`src/rtl/pngen_pkg.sv`:
```
// pngen_pkg -- shared definitions for the PN test-pattern generator.
//   PCM_*          : line-code select values for pcmMode (7..15 fall back to NRZ-L)
//   PN_WIDTH       : maximum LFSR stage count
//   RATE_WIDTH     : NCO accumulator / increment width
//   PN_LEN_MIN/MAX : clamp limits applied to pnPolyLength
//   clamp_len()    : clamps a requested stage count into [PN_LEN_MIN, PN_LEN_MAX]
package pngen_pkg;

  localparam int PN_WIDTH   = 24;
  localparam int RATE_WIDTH = 32;

  localparam int PN_LEN_MIN = 2;
  localparam int PN_LEN_MAX = 24;

  localparam logic [3:0] PCM_NRZL  = 4'd0;
  localparam logic [3:0] PCM_NRZM  = 4'd1;
  localparam logic [3:0] PCM_NRZS  = 4'd2;
  localparam logic [3:0] PCM_BIPHL = 4'd3;
  localparam logic [3:0] PCM_BIPHM = 4'd4;
  localparam logic [3:0] PCM_BIPHS = 4'd5;
  localparam logic [3:0] PCM_RZ    = 4'd6;

  typedef enum logic {
    PN_FIBONACCI = 1'b0,
    PN_GALOIS    = 1'b1
  } pn_mode_e;

  function automatic logic [4:0] clamp_len(input logic [4:0] len);
    if (len < 5'(PN_LEN_MIN)) return 5'(PN_LEN_MIN);
    if (len > 5'(PN_LEN_MAX)) return 5'(PN_LEN_MAX);
    return len;
  endfunction

endpackage

```
`src/rtl/pcm_encoder.sv`:
```
// pcm_encoder -- PCM line encoder for the PN generator.
// Holds one registered line level that is updated at bit boundaries (bitEn)
// and, for the biphase and RZ codes, at the mid-bit point (midEn).
// Ports:
//   clk       : system clock
//   reset     : synchronous active-high reset (level -> 0)
//   dataBit   : bit being encoded (new bit on bitEn, current bit on midEn)
//   bitEn     : bit-boundary event
//   midEn     : mid-bit event (never coincident with bitEn)
//   pcmMode   : line-code select, see pngen_pkg PCM_*
//   pcmInvert : inverts the output (applied after the level register)
//   restart   : sequence restart pulse (level -> 0, overrides events)
//   data      : encoded serial data
module pcm_encoder (
  input  logic       clk,
  input  logic       reset,
  input  logic       dataBit,
  input  logic       bitEn,
  input  logic       midEn,
  input  logic [3:0] pcmMode,
  input  logic       pcmInvert,
  input  logic       restart,
  output logic       data
);
  import pngen_pkg::*;

  logic level;
  logic level_next;

  always_comb begin
    // NOTE: default first so every path assigns level_next -- no latch.
    level_next = level;
    if (bitEn) begin
      unique case (pcmMode)
        PCM_NRZM:             if (dataBit)  level_next = ~level;
        PCM_NRZS:             if (!dataBit) level_next = ~level;
        PCM_BIPHM, PCM_BIPHS: level_next = ~level;
        // NRZ-L, Biphase-L, RZ and the unused codes all start the bit at b.
        default:              level_next = dataBit;
      endcase
    end else if (midEn) begin
      unique case (pcmMode)
        PCM_BIPHL: level_next = ~dataBit;
        PCM_BIPHM: if (dataBit)  level_next = ~level;
        PCM_BIPHS: if (!dataBit) level_next = ~level;
        PCM_RZ:    level_next = 1'b0;
        default:   level_next = level;
      endcase
    end
  end

  always_ff @(posedge clk) begin
    if (reset || restart) level <= 1'b0;
    else                  level <= level_next;
  end

  // Inversion sits after the register so a pcmInvert change shows up at once.
  assign data = level ^ pcmInvert;

endmodule

```
`src/rtl/pn_generator.sv`:
```
// pn_generator -- bit-level PN test-pattern source.
// A 32-bit NCO sets the bit rate; each NCO overflow steps a 2..24 stage LFSR
// (Fibonacci or Galois) and the resulting bit is line-encoded by pcm_encoder.
// Optional build macro: PNGEN_EPOCH_EN enables the pnEpoch sequence-start
// pulse; without it pnEpoch is tied low.
// Ports:
//   clk          : system clock, all inputs synchronous
//   reset        : synchronous active-high reset
//   pnPolyTaps   : tap mask, bit k = stage k+1
//   pnPolyLength : stage count L, clamped to 2..24
//   pnPolyMode   : 0 = Fibonacci, 1 = Galois
//   pnClockRate  : NCO increment, bit rate = Fclk*rate/2^32 (rate < 2^31)
//   pcmMode      : line-code select
//   pcmInvert    : invert encoded output
//   pnRestart    : rising edge restarts the sequence
//   pnBit        : raw LFSR output bit
//   pnData       : encoded serial data
//   pnClk        : bit clock, low first half-bit, high second half
//   pnBitEn      : one-cycle pulse per bit boundary
//   pnEpoch      : one-cycle pulse when the register is (re)loaded with the seed
module pn_generator #(
  parameter int PN_WIDTH   = pngen_pkg::PN_WIDTH,
  parameter int RATE_WIDTH = pngen_pkg::RATE_WIDTH
) (
  input  logic                  clk,
  input  logic                  reset,
  input  logic [PN_WIDTH-1:0]   pnPolyTaps,
  input  logic [4:0]            pnPolyLength,
  input  logic                  pnPolyMode,
  input  logic [RATE_WIDTH-1:0] pnClockRate,
  input  logic [3:0]            pcmMode,
  input  logic                  pcmInvert,
  input  logic                  pnRestart,
  output logic                  pnBit,
  output logic                  pnData,
  output logic                  pnClk,
  output logic                  pnBitEn,
  output logic                  pnEpoch
);
  import pngen_pkg::*;

  logic [RATE_WIDTH-1:0] acc;
  logic [RATE_WIDTH:0]   nco_sum;
  logic                  ovf;
  logic                  mid;

  logic [PN_WIDTH-1:0]   sr;
  logic [PN_WIDTH-1:0]   seed;
  logic [PN_WIDTH-1:0]   sr_step;
  logic [PN_WIDTH-1:0]   sr_next;
  logic [4:0]            len;
  logic                  step_out;
  logic                  fib_fb;

  logic                  restart_q;
  logic                  restart_edge;
  logic                  step_en;
  logic                  mid_en;
  logic                  enc_bit;

  // NCO: carry out of the accumulator marks a bit boundary, crossing the
  // half-scale point without a carry marks the mid-bit.
  assign nco_sum = {1'b0, acc} + {1'b0, pnClockRate};
  assign ovf     = nco_sum[RATE_WIDTH];
  assign mid     = nco_sum[RATE_WIDTH-1] & ~acc[RATE_WIDTH-1] & ~ovf;

  // A restart edge wins over a coincident overflow or mid-bit event.
  assign restart_edge = pnRestart & ~restart_q;
  assign step_en      = ovf & ~restart_edge;
  assign mid_en       = mid & ~restart_edge;

  assign len = clamp_len(pnPolyLength);

  // Seed doubles as the active-stage mask: all ones in the low L bits.
  always_comb begin
    seed = '0;
    for (int k = 0; k < PN_WIDTH; k++) seed[k] = (k < int'(len));
  end

  always_comb begin
    step_out = sr[len - 5'd1];
    fib_fb   = ^(sr & pnPolyTaps & seed);
    if (pnPolyMode == PN_GALOIS)
      sr_step = ((sr << 1) ^ (step_out ? pnPolyTaps : '0)) & seed;
    else
      sr_step = ((sr << 1) | {{(PN_WIDTH-1){1'b0}}, fib_fb}) & seed;
    // All-zero is a lockup state for any tap set; reload the seed in place.
    sr_next = (sr_step == '0) ? seed : sr_step;
  end

  always_ff @(posedge clk) begin
    // NOTE: sequential state uses non-blocking assignments only, so every
    // register samples pre-edge values regardless of statement order.
    if (reset) begin
      acc       <= '0;
      sr        <= seed;
      restart_q <= 1'b0;
      pnBit     <= 1'b0;
      pnClk     <= 1'b0;
      pnBitEn   <= 1'b0;
    end else begin
      restart_q <= pnRestart;
      pnClk     <= nco_sum[RATE_WIDTH-1];
      pnBitEn   <= step_en;
      if (restart_edge) begin
        acc <= '0;
        sr  <= seed;
      end else begin
        acc <= nco_sum[RATE_WIDTH-1:0];
        if (step_en) begin
          sr    <= sr_next;
          pnBit <= step_out;
        end
      end
    end
  end

  // At a boundary the encoder sees the bit about to be output; at mid-bit
  // it sees the bit currently on pnBit.
  assign enc_bit = step_en ? step_out : pnBit;

  pcm_encoder u_encoder (
    .clk       (clk),
    .reset     (reset),
    .dataBit   (enc_bit),
    .bitEn     (step_en),
    .midEn     (mid_en),
    .pcmMode   (pcmMode),
    .pcmInvert (pcmInvert),
    .restart   (restart_edge),
    .data      (pnData)
  );

`ifdef PNGEN_EPOCH_EN
  // Set by reset/restart so the first step from a fresh seed is flagged too.
  logic epoch_pending;

  always_ff @(posedge clk) begin
    if (reset || restart_edge) begin
      pnEpoch       <= 1'b0;
      epoch_pending <= 1'b1;
    end else if (step_en) begin
      pnEpoch       <= epoch_pending | (sr_next == seed);
      epoch_pending <= 1'b0;
    end else begin
      pnEpoch       <= 1'b0;
    end
  end
`else
  assign pnEpoch = 1'b0;
`endif

endmodule

```
`config.mk`:
```
export PLATFORM = sky130hd
export DESIGN_NAME = pn_generator
export DESIGN_NICKNAME = d
export VERILOG_FILES = /design/src/rtl/pngen_pkg.sv /design/src/rtl/pcm_encoder.sv /design/src/rtl/pn_generator.sv
export SDC_FILE = /design/constraint.sdc
export NUM_CORES = 1
export LEC_CHECK = 0
export CAP_MARGIN = 20
export CELL_PAD_IN_SITES_DETAIL_PLACEMENT = 1
export CELL_PAD_IN_SITES_GLOBAL_PLACEMENT = 1
export CORE_MARGIN = 2
export CORE_UTILIZATION = 46
export DETAILED_ROUTE_END_ITERATION = 7
export GPL_TIMING_DRIVEN = 0
export PLACE_DENSITY_LB_ADDON = 0.1
export RECOVER_POWER = 100
export SETUP_SLACK_MARGIN = 0.15
export SLEW_MARGIN = 10
export SYNTH_ARGS = -nofsm -noshare
export SYNTH_HDL_FRONTEND = slang
export SYNTH_HIERARCHICAL = 1
export SYNTH_SLANG_ARGS = --single-unit
export TNS_END_PERCENT = 30
```
`constraint.sdc`:
```
create_clock -name clk -period 10.25 [get_ports clk]
set_input_delay 2.05 -clock clk [delete_from_list [all_inputs] [get_ports clk]]
set_output_delay 2.05 -clock clk [all_outputs]
set_load 0.005 [all_outputs]
```
== After elaboration in Yosys (flattened, before gate mapping) ==
Index checks and enable logic that the tools add are counted.
Word-level totals
  flip-flop bits (word level): 61
  input bits: 70
  output and inout port bits: 5
Operators by class
  $add $sub $neg: 2
  magnitude comparators: 27
  equality and inequality tests: 6
  muxes and demuxes: 22
  bitwise logic cells: 18
  reductions and logical operators: 9
Operators by type and width (count)
  $mux W24: 6
  $and A24 B24 Y24: 4
  $lt A4 B5 Y1 const A: 8
  $lt A5 B5 Y1 const A: 8
  $add A32 B32 Y33: 1
  $logic_not A24 Y1: 1
  $or A24 B1 Y24: 1
  $reduce_xor A24 Y1: 1
  $xor A24 B24 Y24: 1
  $lt A3 B5 Y1 const A: 4
  $mux W5: 4
  $eq A4 B3 Y1 const B: 3
  $lt A1 B5 Y1 const A: 2
  $lt A2 B5 Y1 const A: 2
  $mux W1: 9
  $eq A4 B2 Y1 const B: 2
  $lt A5 B6 Y1 const B: 1
  $not A1 Y1: 6
  $and A1 B1 Y1: 5
  $bmux W1 S5: 1
  $gt A5 B5 Y1 const B: 1
  $lt A5 B2 Y1 const B: 1
  $reduce_bool A5 Y1: 1
  $sub A5 B1 Y5 const B: 1
  other kinds (9): 10

== Depth between registers and ports, before layout ==
  word-level depth: 17
  gate-level depth with buffers: 20
  depth with buffers taken out: 17

== By module ==
The synthesis kept the hierarchy.
Modules (own cells, without submodules)
  pn_generator: instances 1, cells each 668, area an instance 5457.7 um^2
  pcm_encoder: instances 1, cells each 30, area an instance 219.0 um^2

== Worst setup path after synthesis ==
No wires, ideal clock.
  path type: input-to-reg
  start point: in pnPolyLength[4]
  end point: reg sr[20] (data pin)
  library setup time: 0.147 ns
  arrival: 6.497 ns
  slack: 3.607 ns
  stages: 17
  buffers on the path: 6
  cells stage by stage: buf_1 -> buf_1 -> clkbuf_1 -> clkbuf_1 -> a21oi_1 -> a21oi_1 -> ha_1 -> clkbuf_1 -> mux4_2 -> mux4_2 -> o22ai_1 -> mux2_2 -> a2111oi_0 -> o2111a_1 -> a21oi_2 -> buf_4 -> a21oi_1
On the way
  cells in the longest elaborated chain, start to end: 17
  elaborated cells between the ends (all ways): 48
  those cells by class: 1 x add/sub; 26 x order compare; 14 x mux; 5 x bitwise; 2 x reduce/logical
RTL lines
  start: declaration: line pn_generator.sv:28  | input logic [4:0] pnPolyLength,
  $gt A5 B5 Y1: line pngen_pkg.sv:30  | if (len > 5'(PN_LEN_MAX)) return 5'(PN_LEN_MAX);
  $mux W1 (2 in series): line pngen_pkg.sv:30
  $mux W5: line pngen_pkg.sv:31  | return len;
  $mux W5 *: line pngen_pkg.sv:30
  $sub A5 B1 Y5: line pn_generator.sv:81  | step_out = sr[len - 5'd1];
  $bmux W1 S5: line pn_generator.sv:81
  $mux W1 (implied by the code): line pn_generator.sv:81
  $mux W24: line pn_generator.sv:84  | sr_step = ((sr << 1) ^ (step_out ? pnPolyTaps : '0)) & seed;
  $xor A24 B24 Y24: line pn_generator.sv:84
  $and A24 B24 Y24: line pn_generator.sv:84
  $mux W24: line pn_generator.sv:83  | if (pnPolyMode == PN_GALOIS)
  $logic_not A24 Y1: line pn_generator.sv:88  | sr_next = (sr_step == '0) ? seed : sr_step;
  $mux W24: line pn_generator.sv:88
  $mux W24: line pn_generator.sv:110  | if (step_en) begin
  $mux W24: line pn_generator.sv:105  | if (restart_edge) begin
  $mux W24 *: line pn_generator.sv:94  | if (reset) begin
  end signal: assignment: line pn_generator.sv:111  | sr <= sr_next;
  end: declaration: line pn_generator.sv:47  | logic [PN_WIDTH-1:0] sr;
Every way passes the cells marked *; elsewhere a longest branch is shown, timed or not. The select of a mux whose other input is x is not followed.
A chain may end at the register's enable or synchronous reset.

== Final worst setup path ==
  start point: in pnPolyLength[4]
  end point: reg sr[16] (data pin)
The elaborated chain is that of the path after synthesis.

==> metrics.txt <==
number of filler cells placed in the layout 1501; number of unique standard cell types used by synthesis 73; Max-cap violations 0; post-synthesis mux area share 4.85%; Std-Cell Core Area 12000 sq um; area growth from synthesis to layout 21.0%; clock network latency to the later pin of the worst-skew pair 0.35 ns; slew at the pin with the worst max-slew slack 0.987 ns; crit path to sr[16]; area share of fa/ha/maj cells after synthesis 7.85%; Overflow after GRT 0; terminus of the critical flop-to-flop path sr[9]; number of cell instances on the worst register-to-register path 14; slowest cell on the critical path a2111oi_0; Post-CTS Setup Inserts 0; violation count after the first detailed-routing iteration 392; antenna cells 0; Worst Hold Class reg2reg; clk_skew 0.00747 ns; final weighted congestion in routability-driven placement 0.905; Clock Path Buffers 2; instance count of the mapped netlist 698; Gates resized, CTS repair 0; cell area power density 156 nW/um^2; dominant delay contributor by cell family on the critical path buffers and inverters; xor/xnor cell area share of the yosys netlist 10.8%; headroom to the max-slew limit 34.2%; Ports 75; Final #Nets 885; final-report max-slew violation count 0; first-pass iteration count of the detailed router 5; TritonCTS clock tree done; Avg WL per Cell 20.8 microns; largest stage delay on the critical path 0.73 ns; number of global-route vias before repair 5949; Register-to-Register Setup Slack 4.73 ns; largest family of logic cells by synthesized area compound AO/OA/AOI/OAI gates; Critical Path Start pnPolyLength[4]; Hold Worst Slack 0.551 ns; Post-Syn Area per Cell 8.13 sq um; critical path data arrival time 9.75 ns; highest clock rate 0.104 GHz; cell breakdown of the critical path dlygate4sd3_1 -> clkbuf_1 -> clkbuf_1 -> clkbuf_1 -> clkbuf_1 -> a21oi_1 -> a21oi_1 -> ha_1 -> clkbuf_1 -> nand2b_1 -> a211o_1 -> a21boi_0 -> o21ai_0 -> clkbuf_1 -> o22ai_1 -> mux2_2 -> a2111oi_0 -> o2111a_1 -> a21oi_1 -> buf_4 -> a21oi_1; run status completed; most frequent CP cell clkbuf_1; H-tree lvl count 3; fraction of the mapped netlist area in simple logic gates 20.2%; R2R Path Start acc[0]; setup tns final 0 ns; Vias per Instance 6.10; layout cells sized above 1 6.37%; Compound-Gate Fraction of Synth Area 25.1%; post-CTS clock slew at the launch and capture registers of the worst setup and hold paths 0.05 ns; post-DP HPWL 14800 microns; first-pass GRT wire length 30700 microns; post-route ant nets 0; setup repair after global routing missed its margin no; maximum number of pins on one net before global-route repair 15; Total Die Area 13200 sq um; Static Leak 2.84 nW; highest fanout seen on the critical path 10; horizontal extent of the die 115 microns; share of synthesized flip-flops with an asynchronous set or reset 0%; flops & latches, synth 61; antenna violations before repair 0; clock root buffer clkbuf_16; share of the clock period used by the worst path 93.4%; number of sinks driven by the clock tree 61; # DRC 0; count of flip-flops with a built-in enable after synthesis 24; DIE HEIGHT 115 microns; GRT Total Usage 30.0%; highest ir drop seen on vdd 0.0000918 V; startpoint type of the worst setup path input pin; final number of setup-violating endpoints 0; via count 5684; clock period minus worst slack 9.58 ns; crit path buf inv count 8; final core utilization 57.2%; Worst EP required 10.42 ns; Syn. warnings 6; number of endpoints with negative hold slack in the final report 0; commonest register cell after synthesis dfxtp_1; number of buffers inserted during clock tree synthesis 9; Seq/Total Area, Yosys 25.7%; capturing element type of the critical path flip-flop; # hold bufs at CTS 0; cell area after technology mapping 5680 sq um; CP Depth 21; std cell rows 40; Worst Min Path Start acc[0]; Initial Utilization 47.3%; port buffer count 70; sum of routed wire length over all layers 19400 microns; category of the most critical setup path in2reg; nets in the synthesized netlist 803
==> Yosys cell counts (4+ instances only) <==
library cell | n | area share [%]
o22ai_2 | 5 | 1.1
o31a_1 | 5 | 0.77
o31ai_1 | 4 | 0.53
nor3b_1 | 4 | 0.53
nor2b_1 | 7 | 0.77
a31oi_1 | 7 | 0.77
nand2b_1 | 8 | 0.88
o2111ai_1 | 6 | 0.93
nand3_1 | 29 | 2.6
inv_1 | 38 | 2.5
clkbuf_1 | 24 | 1.6
edfxtp_1 | 24 | 13
a21o_1 | 20 | 2.6
dfxtp_1 | 37 | 13
or2_2 | 8 | 0.88
or3_1 | 4 | 0.44
and3_1 | 5 | 0.55
xnor3_1 | 5 | 2.0
nand2_1 | 64 | 4.2
o22ai_1 | 14 | 1.5
ha_1 | 34 | 7.5
a211oi_1 | 13 | 1.7
nand4_1 | 8 | 0.88
o21a_1 | 6 | 0.79
a21oi_1 | 49 | 4.3
mux2i_1 | 14 | 2.5
xor2_1 | 16 | 2.5
nor3_1 | 11 | 0.97
buf_2 | 4 | 0.35
and2_1 | 5 | 0.55
a21boi_0 | 7 | 0.93
xnor2_1 | 41 | 6.3
mux4_2 | 5 | 2.0
o21ai_0 | 23 | 2.0
nor2_1 | 74 | 4.9
o311ai_0 | 4 | 0.62
o211ai_1 | 7 | 0.93
==> layout make-up <==
cell class,count,area [sq um],share of cell area [%]
repair buffers,71,704,10.3
well taps,147,184,2.68
multi-input cells,564,3910,56.9
plain buffers,35,161,2.35
clock inverters,2,11.3,0.164
flip-flops and latches,61,1460,21.3
inverters,38,143,2.08
clock buffers,14,295,4.30
==> state kept, by name (all words and copies together), names as in the netlist <==
register         count
restart_q            1
acc                 32
pnClk                1
sr                  24
u_encoder/level      1
pnBitEn              1
pnBit                1
==> how the worst min path moves through the flow <==
stage          endpoint  slack [ns]  cells after the start
5_1_grt          acc[0]        0.60                      2
2_1_floorplan    acc[0]        0.52                      2
3_3_place_gp     acc[0]        0.53                      2
4_1_cts          acc[0]        0.56                      2
6_report         acc[0]        0.55                      2
3_5_place_dp     acc[0]        0.54                      2
==> layer usage <==
metal,routed length (microns),vias to the layer above,GRT usage [%]
met5,0,-,0
met2,9510,168,52.2
li1,-,2715,-
met4,409,0,9.88
met3,978,28,5.06
met1,8490,2773,37.9
==> logic make-up (layout without fill, tap and decap cells) <==
logic type / count (synthesis) / count (layout)
AOI/OAI and AO/OA: 204 / 204
adders and majority gates: 35 / 35
muxes: 21 / 21
DFF: 61 / 61
and+or+nand+nor: 241 / 241
buffers and inverters: 73 / 160
other: 1 / 1
xor gates and xnor gates: 62 / 62
==> worst min-delay path, cell delays in order (launching register included) <==
cell     delay, ns
dfxtp_1       0.31
ha_1          0.11
and2_0        0.10
==> through the flow <==
stage	worst slack [ns]	area (sq um)	cells	power, W
3_3_place_gp	1.20	6560	915	0.000728
2_1_floorplan	3.61	5680	698	0.000616
6_report	0.672	6870	932	0.00107
3_5_place_dp	0.934	6590	916	0.000749
5_1_grt	0.438	6870	932	0.00112
4_1_cts	1.25	6900	932	0.00107
==> cell usage in the layout (no fill, tap or decap), drive strengths merged, types with 23 or more instances in the layout <==
master	count
a21oi	50
clkbuf	42
clkdlybuf4s50	61
dfxtp	37
edfxtp	24
ha	34
inv	39
nand2	64
nand3	29
nor2	74
o21ai	23
xnor2	41
==> power breakdown <==
part           switching [W]  internal [W]
Combinational       0.000246      0.000191
Clock               0.000120      0.000198
Sequential         0.0000240      0.000290
Power figures use the tool's default switching activity.
==> edit (same settings) <==
Set the package constant `RATE_WIDTH` to 16 (it was 32).
--- a/src/rtl/pngen_pkg.sv
+++ b/src/rtl/pngen_pkg.sv
@@ -8,5 +8,5 @@
 
   localparam int PN_WIDTH   = 24;
-  localparam int RATE_WIDTH = 32;
+  localparam int RATE_WIDTH = 16;
 
   localparam int PN_LEN_MIN = 2;
Interface: changed (resized pnClockRate); port bits go from 75 to 59. No check against the original RTL was run, so the function may have changed too.
==> edit against the unedited design <==
  * The run now ends with capacitance limit, slew limit left
  * Core utilization shrank 2.3 points
  * Critical endpoint is now sr[11]
  * Routed wire length down 32%
  * Power down 35%
  * Final area fell by 27%
  * Synthesized area is 25% lower
  * Sequential share of layout area up 1.6 points
  * Worst hold slack improved by 0.0041 ns
  * Worst setup slack gained 1.6 ns
  * Largest power group unchanged
  * Non-clock buffer count down 26
  * Die area decreased by 24%
  * Sequential cell count down 16
  * Via count decreased by 30%
==> edit: results (changes against the unedited design) <==
<table>
<tr><th>Metric</th><th>Value</th></tr>
<tr><th colspan="2">Placement</th></tr>
<tr><td>Setup slack after placement</td><td>2.57 ns (was 0.934 ns)</td></tr>
<tr><td>Placed cells</td><td>650 (was 916)</td></tr>
<tr><td>Placer congestion estimate</td><td>0.965 (was 0.905)</td></tr>
<tr><td>Total placed instance area</td><td>4940 sq um (was 6590 sq um)</td></tr>
<tr><th colspan="2">CTS</th></tr>
<tr><td>H-tree depth</td><td>2 (was 3)</td></tr>
<tr><td>Cell chosen for the clock root</td><td>sky130_fd_sc_hd__clkbuf_8 (was sky130_fd_sc_hd__clkbuf_16)</td></tr>
<tr><td>Clock input transition at the sequential cells of the worst setup and hold paths</td><td>0.09 ns (was 0.05 ns)</td></tr>
<tr><td>Number of buffers added by the clock tree synthesis step</td><td>5 (was 9)</td></tr>
<tr><td>Latest clock arrival within the worst-skew pair</td><td>0.31 ns (was 0.35 ns)</td></tr>
<tr><th colspan="2">Yosys</th></tr>
<tr><td>Syn nets</td><td>558 (was 803)</td></tr>
<tr><th colspan="2">Critical path</th></tr>
<tr><td>CP Data Arrival Time</td><td>8.16 ns (was 9.75 ns)</td></tr>
<tr><td>Slowest cell on the critical path</td><td>sky130_fd_sc_hd__nor4_1 (was sky130_fd_sc_hd__a2111oi_0)</td></tr>
<tr><td>Count of cells along the worst register-to-register path</td><td>10 (was 14)</td></tr>
<tr><th colspan="2">Final layout</th></tr>
<tr><td>Layout area overhead</td><td>17.8% (was 21.0%)</td></tr>
<tr><td>Post-layout nets</td><td>619 (was 885)</td></tr>
<tr><td>Biggest regs</td><td>sr (24), acc (16) (was acc (32), sr (24))</td></tr>
<tr><td>Filler instances</td><td>1088 (was 1501)</td></tr>
<tr><th colspan="2">STA</th></tr>
<tr><td>Clock skew</td><td>0.0106 ns (was 0.00747 ns)</td></tr>
<tr><td>Total count of max-transition violations in the final report</td><td>8 (was 0)</td></tr>
<tr><td>Headroom to the max-slew limit</td><td>-0.0305 (was 0.342)</td></tr>
<tr><th colspan="2">Status</th></tr>
<tr><td>Violated checks</td><td>capacitance limit, slew limit</td></tr>
<tr><td>Outcome</td><td>complete, but fails checks (was finished clean)</td></tr>
<tr><th colspan="2">Run</th></tr>
<tr><td>Max-cap viol count</td><td>1 (was 0)</td></tr>
<tr><th colspan="2">Global route</th></tr>
<tr><td>Global-route wire length before repair</td><td>21100 um (was 30700 um)</td></tr>
<tr><td>Via count of the first global-routing pass</td><td>4220 (was 5949)</td></tr>
<tr><th colspan="2">Power and ir drop</th></tr>
<tr><td>Peak VDD IR</td><td>62.1 uV (was 91.8 uV)</td></tr>
<tr><td>NetSw</td><td>264 uW (was 390 uW)</td></tr>
</table>
==> edit: cell types whose count changed after synthesis, sizes merged, moves of 7 or more <==
cell,unedited run,this run
o21ai,23,12
nand2,64,28
a21o,20,7
dfxtp,37,21
ha,34,18
and3,5,18
nand3,29,13
inv,38,27
a32oi,0,9
a21oi,50,28
mux2i,14,4
o22ai,19,0
a211oi,13,6
nor2,74,42
==> edit: routing by layer <==
layer,GRT usage,part of all wire,vias to the layer above
met2,0.493,0.50,120
met5,0,0,-
met3,0.0341,0.042,31
met4,0.106,0.032,0
li1,-,-,1904
met1,0.322,0.42,1950
==> edit: power groups by stage <==
stage	registers (uW)	logic (uW)	clock network [uW]
2_1_floorplan	234	231	0
3_3_place_gp	241	308	0
3_5_place_dp	242	321	0
4_1_cts	238	323	137
5_1_grt	241	351	141
6_report	238	319	133
==> edit: cells by family (layout without fill, tap and decap cells) <==
group | Yosys count | count (layout) | synth area share
muxes | 15 | 15 | 0.0572
adders and majority gates | 19 | 19 | 0.0578
DFF | 45 | 45 | 0.269
xor gates and xnor gates | 66 | 66 | 0.140
other | 1 | 1 | 0.000884
AOI/OAI and AO/OA | 125 | 125 | 0.223
buffers and inverters | 53 | 115 | 0.0534
and+or+nand+nor | 161 | 161 | 0.199
==> edit: layout make-up <==
type | count | share of cell area
plain buffers | 26 | 0.0235
clock buffers | 7 | 0.0195
clock inverters | 1 | 0.00175
inverters | 27 | 0.0203
multi-input cells | 387 | 0.572
flip-flops and latches | 45 | 0.228
well taps | 111 | 0.0278
repair buffers | 54 | 0.107
==> edit: worst paths after layout <==
kind                                       from  endpoint  slack, ns
worst max-delay path            pnPolyLength[4]    sr[11]       2.26
worst min-delay path                     acc[0]    acc[0]       0.56
worst max register to register            sr[7]    sr[11]       5.63
worst min register to register           acc[0]    acc[0]       0.56
